File: config.mk
export PLATFORM = sky130hd
export DESIGN_NAME = serial_csa_controller
export DESIGN_NICKNAME = d
export VERILOG_FILES = /design/src/rtl/serial_csa_controller.sv
export SDC_FILE = /design/constraint.sdc
export NUM_CORES = 1
export LEC_CHECK = 0
export CAP_MARGIN = 10
export CORE_MARGIN = 2
export CORE_UTILIZATION = 59
export CTS_BUF_LIST = sky130_fd_sc_hd__clkbuf_2 sky130_fd_sc_hd__clkbuf_4 sky130_fd_sc_hd__clkbuf_8
export CTS_CLUSTER_SIZE = 12
export DETAILED_ROUTE_END_ITERATION = 10
export HOLD_SLACK_MARGIN = 0.08
export PLACE_DENSITY = 0.88
export SKIP_LAST_GASP = 1
export SLEW_MARGIN = 20
export SYNTH_ARGS = -nofsm -noshare
export SYNTH_HDL_FRONTEND = slang
export SYNTH_SLANG_ARGS = --single-unit
File: constraint.sdc
create_clock -name clk -period 8.8 [get_ports clk]
set_input_delay 1.32 -clock clk [delete_from_list [all_inputs] [get_ports clk]]
set_output_delay 1.32 -clock clk [all_outputs]
set_load 0.01 [all_outputs]
File: src/rtl/serial_csa_controller.sv
// serial_csa_controller
//   Adds two W-bit operands (W = 4*NIBBLES) plus a carry-in, one 4-bit
//   nibble per clock, through a single shared carry-select adder slice.
//   The final sum and carry-out are published on the edge that enters the
//   DONE state and hold until the next completion.
//
// Ports
//   clk    in   clock, all state on the rising edge
//   rst    in   synchronous active-high reset
//   start  in   request pulse, accepted in IDLE and DONE, ignored in RUN
//   a, b   in   W-bit operands, captured on an accepted start
//   cin    in   carry-in, captured on an accepted start
//   busy   out  high while nibbles are being processed (RUN)
//   done   out  one-cycle completion pulse (DONE)
//   sum    out  registered (a + b + cin) mod 2^W
//   cout   out  registered carry out of bit W-1
module serial_csa_controller #(
    parameter  int NIBBLES = 4,
    localparam int W       = 4 * NIBBLES
) (
    input  logic         clk,
    input  logic         rst,
    input  logic         start,
    input  logic [W-1:0] a,
    input  logic [W-1:0] b,
    input  logic         cin,
    output logic         busy,
    output logic         done,
    output logic [W-1:0] sum,
    output logic         cout
);

    localparam int              IW   = $clog2(NIBBLES);
    localparam logic [IW-1:0]   LAST = IW'(NIBBLES - 1);

    typedef enum logic [1:0] {
        IDLE = 2'd0,
        RUN  = 2'd1,
        DONE = 2'd2
    } state_t;

    state_t          state;
    logic [W-1:0]    opa;
    logic [W-1:0]    opb;
    logic [W-1:0]    psum;
    logic            carry;
    logic [IW-1:0]   idx;

    logic [4:0]      slice;
    logic [W-1:0]    psum_next;
    logic            accept;

    // Carry-select slice: both carry-in cases are formed in parallel and the
    // incoming carry only drives the final mux.
    function automatic logic [4:0] csa_slice(input logic [3:0] x,
                                             input logic [3:0] y,
                                             input logic       ci);
        logic [4:0] s0;
        logic [4:0] s1;
        s0 = {1'b0, x} + {1'b0, y};
        s1 = {1'b0, x} + {1'b0, y} + 5'd1;
        return ci ? s1 : s0;
    endfunction

    always_comb begin
        slice     = csa_slice(opa[{idx, 2'b00} +: 4], opb[{idx, 2'b00} +: 4], carry);
        psum_next = psum;
        psum_next[{idx, 2'b00} +: 4] = slice[3:0];
    end

    assign accept = start && (state != RUN);

    always_ff @(posedge clk) begin
        if (rst) begin
            state <= IDLE;
            busy  <= 1'b0;
            done  <= 1'b0;
            sum   <= '0;
            cout  <= 1'b0;
            opa   <= '0;
            opb   <= '0;
            psum  <= '0;
            carry <= 1'b0;
            idx   <= '0;
        end else begin
            case (state)
                RUN: begin
                    psum  <= psum_next;
                    carry <= slice[4];
                    if (idx == LAST) begin
                        // Final nibble: publish the completed result directly
                        // from the combinational partial so it is not a cycle late.
                        state <= DONE;
                        busy  <= 1'b0;
                        done  <= 1'b1;
                        sum   <= psum_next;
                        cout  <= slice[4];
                        idx   <= '0;
                    end else begin
                        idx   <= idx + 1'b1;
                    end
                end
                default: begin
                    // IDLE and DONE both accept a new request; DONE otherwise
                    // falls back to IDLE after its single cycle.
                    done <= 1'b0;
                    if (accept) begin
                        state <= RUN;
                        busy  <= 1'b1;
                        opa   <= a;
                        opb   <= b;
                        carry <= cin;
                        idx   <= '0;
                        psum  <= '0;
                    end else begin
                        state <= IDLE;
                        busy  <= 1'b0;
                    end
                end
            endcase
        end
    end

endmodule

==> impl_metrics.json <==
{
  "max_cap_violations": 0,
  "end_kind": "flip-flop",
  "start_util": 0.6171,
  "crit_arrival_ps": 3740,
  "drc": 0,
  "fin_crit_ps": 3498,
  "cts_buffers": 9,
  "synth_area_leaders": "dfxtp_1 (45%), nand2_1 (8.3%), a22o_1 (6.6%), a21oi_1 (5.8%), ha_1 (4.3%)",
  "start_kind": "flip-flop",
  "met2_usage": 0.4226,
  "viasPerCell": 5.939,
  "critPathMaxFanout": 16,
  "avgSynthCellArea_sq_um": 9.556,
  "vdd_drop_max_mv": 0.1189,
  "met1_usage": 0.3128,
  "cts-resized-gates": 0,
  "worst_slew_pin_slew_ps": 1022,
  "fin_util": 0.7608,
  "place_congestion": 0.8532,
  "grt_antenna_before_repair": 0,
  "fin_tns_setup_ps": 0,
  "critPathKind": "reg2reg",
  "fin_skew_ps": 8.022,
  "first_global_vias": 2499,
  "grt_busiest_layer": "met2",
  "dp.cells": 440,
  "final_antenna_net_count": 0,
  "rsz0062_at_grt": "no",
  "core_area_sq_um": 5172,
  "first_pass_iters": 4,
  "grt_max_degree": 43,
  "worstReg2RegEnd": "psum[13]",
  "hold_violations": 0,
  "drive_above_1_share": 0.08549,
  "period_share": 0.3975,
  "setup_viol": 0,
  "ys.warnings.count": 0,
  "post_layout_nonfiller_instances": 456,
  "io_pins": 55,
  "synth_cell_types": 48,
  "syn_to_final_growth_pct": 23.28,
  "htreeDepth": 3,
  "ys_ff_latch": 71,
  "syn_inst": 334,
  "clock_latency_ps": 350,
  "cp_slowest_cell": "dfxtp_1",
  "critical_path.cell_chain": "mux4_2 -> ha_1 -> fa_1 -> ha_1 -> mux2i_1 -> nor2_1 -> a22o_1",
  "path_buf_inv": 0,
  "slew_headroom": 0.3184,
  "grt_first_pass_wirelength_um": 11940,
  "cp_top_family": "adder cells",
  "outcome": "complete, no violations",
  "async_reset_ff_frac": 0,
  "ys_seq_area_frac": 0.4453,
  "postSynthNetCount": 382,
  "synthFlopType": "dfxtp_1",
  "root_buffer": "clkbuf_8",
  "grt_util_all_layers": 0.2522,
  "fill_cells": 383,
  "routed_wirelength_um": 7291,
  "yosysTopAreaCell": "dfxtp_1",
  "worstReg2RegStart": "idx[0]",
  "power_density_nw_per_um2": 173.0,
  "ctsHoldBuffers": 0,
  "rrSetupSlack_ps": 5300,
  "die_w_um": 77.55,
  "die_y_um": 77.55,
  "nNetsFinal": 429,
  "worst_path_largest_cell_delay_ps": 830,
  "n_antenna_cell": 0,
  "power_mw": 0.6807,
  "whs_endpoint": "opb[15]",
  "cts_tree": "done",
  "max_freq_mhz": 285.9,
  "dp.final_hpwl_um": 4879,
  "hold_start": "opb[15]",
  "rows": 26,
  "p_leak_nw": 1.474,
  "routed-via-count": 2708,
  "netlist_area_sq_um": 3192,
  "wl_per_cell_um": 15.99,
  "gr-usage-met3": 0.05814,
  "hold-path-cell-count": 2,
  "netlist_top_cells_count": "dfxtp_1 (71), nand2_1 (71), a21oi_1 (37)",
  "min_path_type": "reg2reg",
  "cp.required_ps": 9040,
  "initialDrtViolationCount": 227,
  "clk_pin_slew_ps": 70,
  "netlist.area_leader.share": 0.4453,
  "slew_violations": 0,
  "grt-ovfl-total": 0,
  "worstRegToRegCells": 7,
  "critPathMostFrequentCell": "ha_1",
  "cts.path.max_buffers": 2,
  "placement.io_buffers": 54,
  "die_area_sq_um": 6014,
  "synth_edf_count": 0,
  "post_cts.repair.setup_buffers": 0,
  "cts.sinks": 71
}
routing by layer:
metal,up-vias,wire (um)
met2,100,3632
met1,1279,3191
met3,10,358
li1,1319,-
met4,0,108
met5,-,0
worst min-delay path: cells and delay by family, from the launching register on:
kind	cells	cell delay, ps
AOI/OAI and AO/OA	1	50
DFF	1	310
and+or+nand+nor	1	50
registers in the layout, indices dropped and copies added (netlist names):
name / count
cout: 1
carry: 1
idx: 2
done: 1
psum: 16
sum: 16
opb: 16
opa: 16
state: 2
per-stage QoR:
stage          area, sq um  hold slack [ps]  setup WS [ps]
3_3_place_gp          3741            434.4           5413
4_1_cts               3935            456.9           5312
2_1_floorplan         3192            424.9           5811
5_1_grt               3935            476.9           5009
3_5_place_dp          3741            446.7           5331
6_report              3935            458.8           5302
power breakdown:
part           switching (mW)  internal, mW
logic                  0.0520        0.0403
clock network           0.123         0.125
registers             0.00854         0.331
layout by cell type, fill, tap and decap left out, types with 2 or more instances in the layout:
master,instances
a211oi_2,2
a21oi_1,37
nor2b_1,2
nor2_1,5
a32oi_1,4
and3_1,2
clkbuf_8,12
clkinvlp_4,2
inv_1,8
a22o_1,24
nor4_1,3
o21ai_0,3
ha_1,11
nand2_1,71
mux4_2,6
a211o_1,2
clkdlybuf4s50_1,54
o31ai_1,8
inv_2,2
nand4_1,2
a21o_1,3
nand2b_1,2
o2bb2ai_1,12
a211oi_1,5
nand3_1,4
and3b_1,4
xnor2_1,2
mux4_1,2
dfxtp_1,71
worst max path at each step:
stage / start / to / slack, ps / cells past startpoint
after floorplan: idx[0] / psum[10] / 5810 / 9
after global placement: idx[0] / psum[1] / 5410 / 7
after detailed placement: idx[0] / psum[14] / 5330 / 8
after CTS: idx[0] / psum[13] / 5310 / 7
after global routing: idx[0] / psum[14] / 5010 / 8
final: idx[0] / psum[13] / 5300 / 7
cells by family (layout without fill, tap and decap cells):
kind of cell	count (synthesis)	in the layout	share of synthesized area
compound gates	105	105	0.2407
buf+inv	29	81	0.03881
mux	9	9	0.06194
simple gates	105	105	0.1533
fa+ha+maj	12	12	0.04939
flops	71	71	0.4453
xor+xnor	3	3	0.01059
cell type report:
| cell class | count | area, sq um | area share |
|---|---|---|---|
| clock buffer | 12 | 165.2 | 0.04197 |
| timing repair buffer | 55 | 548.0 | 0.1393 |
| clock inverter | 4 | 28.78 | 0.007313 |
| inverter | 10 | 37.54 | 0.009539 |
| multi-input combinational | 234 | 1647 | 0.4184 |
| sequential | 71 | 1421 | 0.3612 |
| tap | 70 | 87.58 | 0.02226 |
Power figures use the tool's default switching activity.
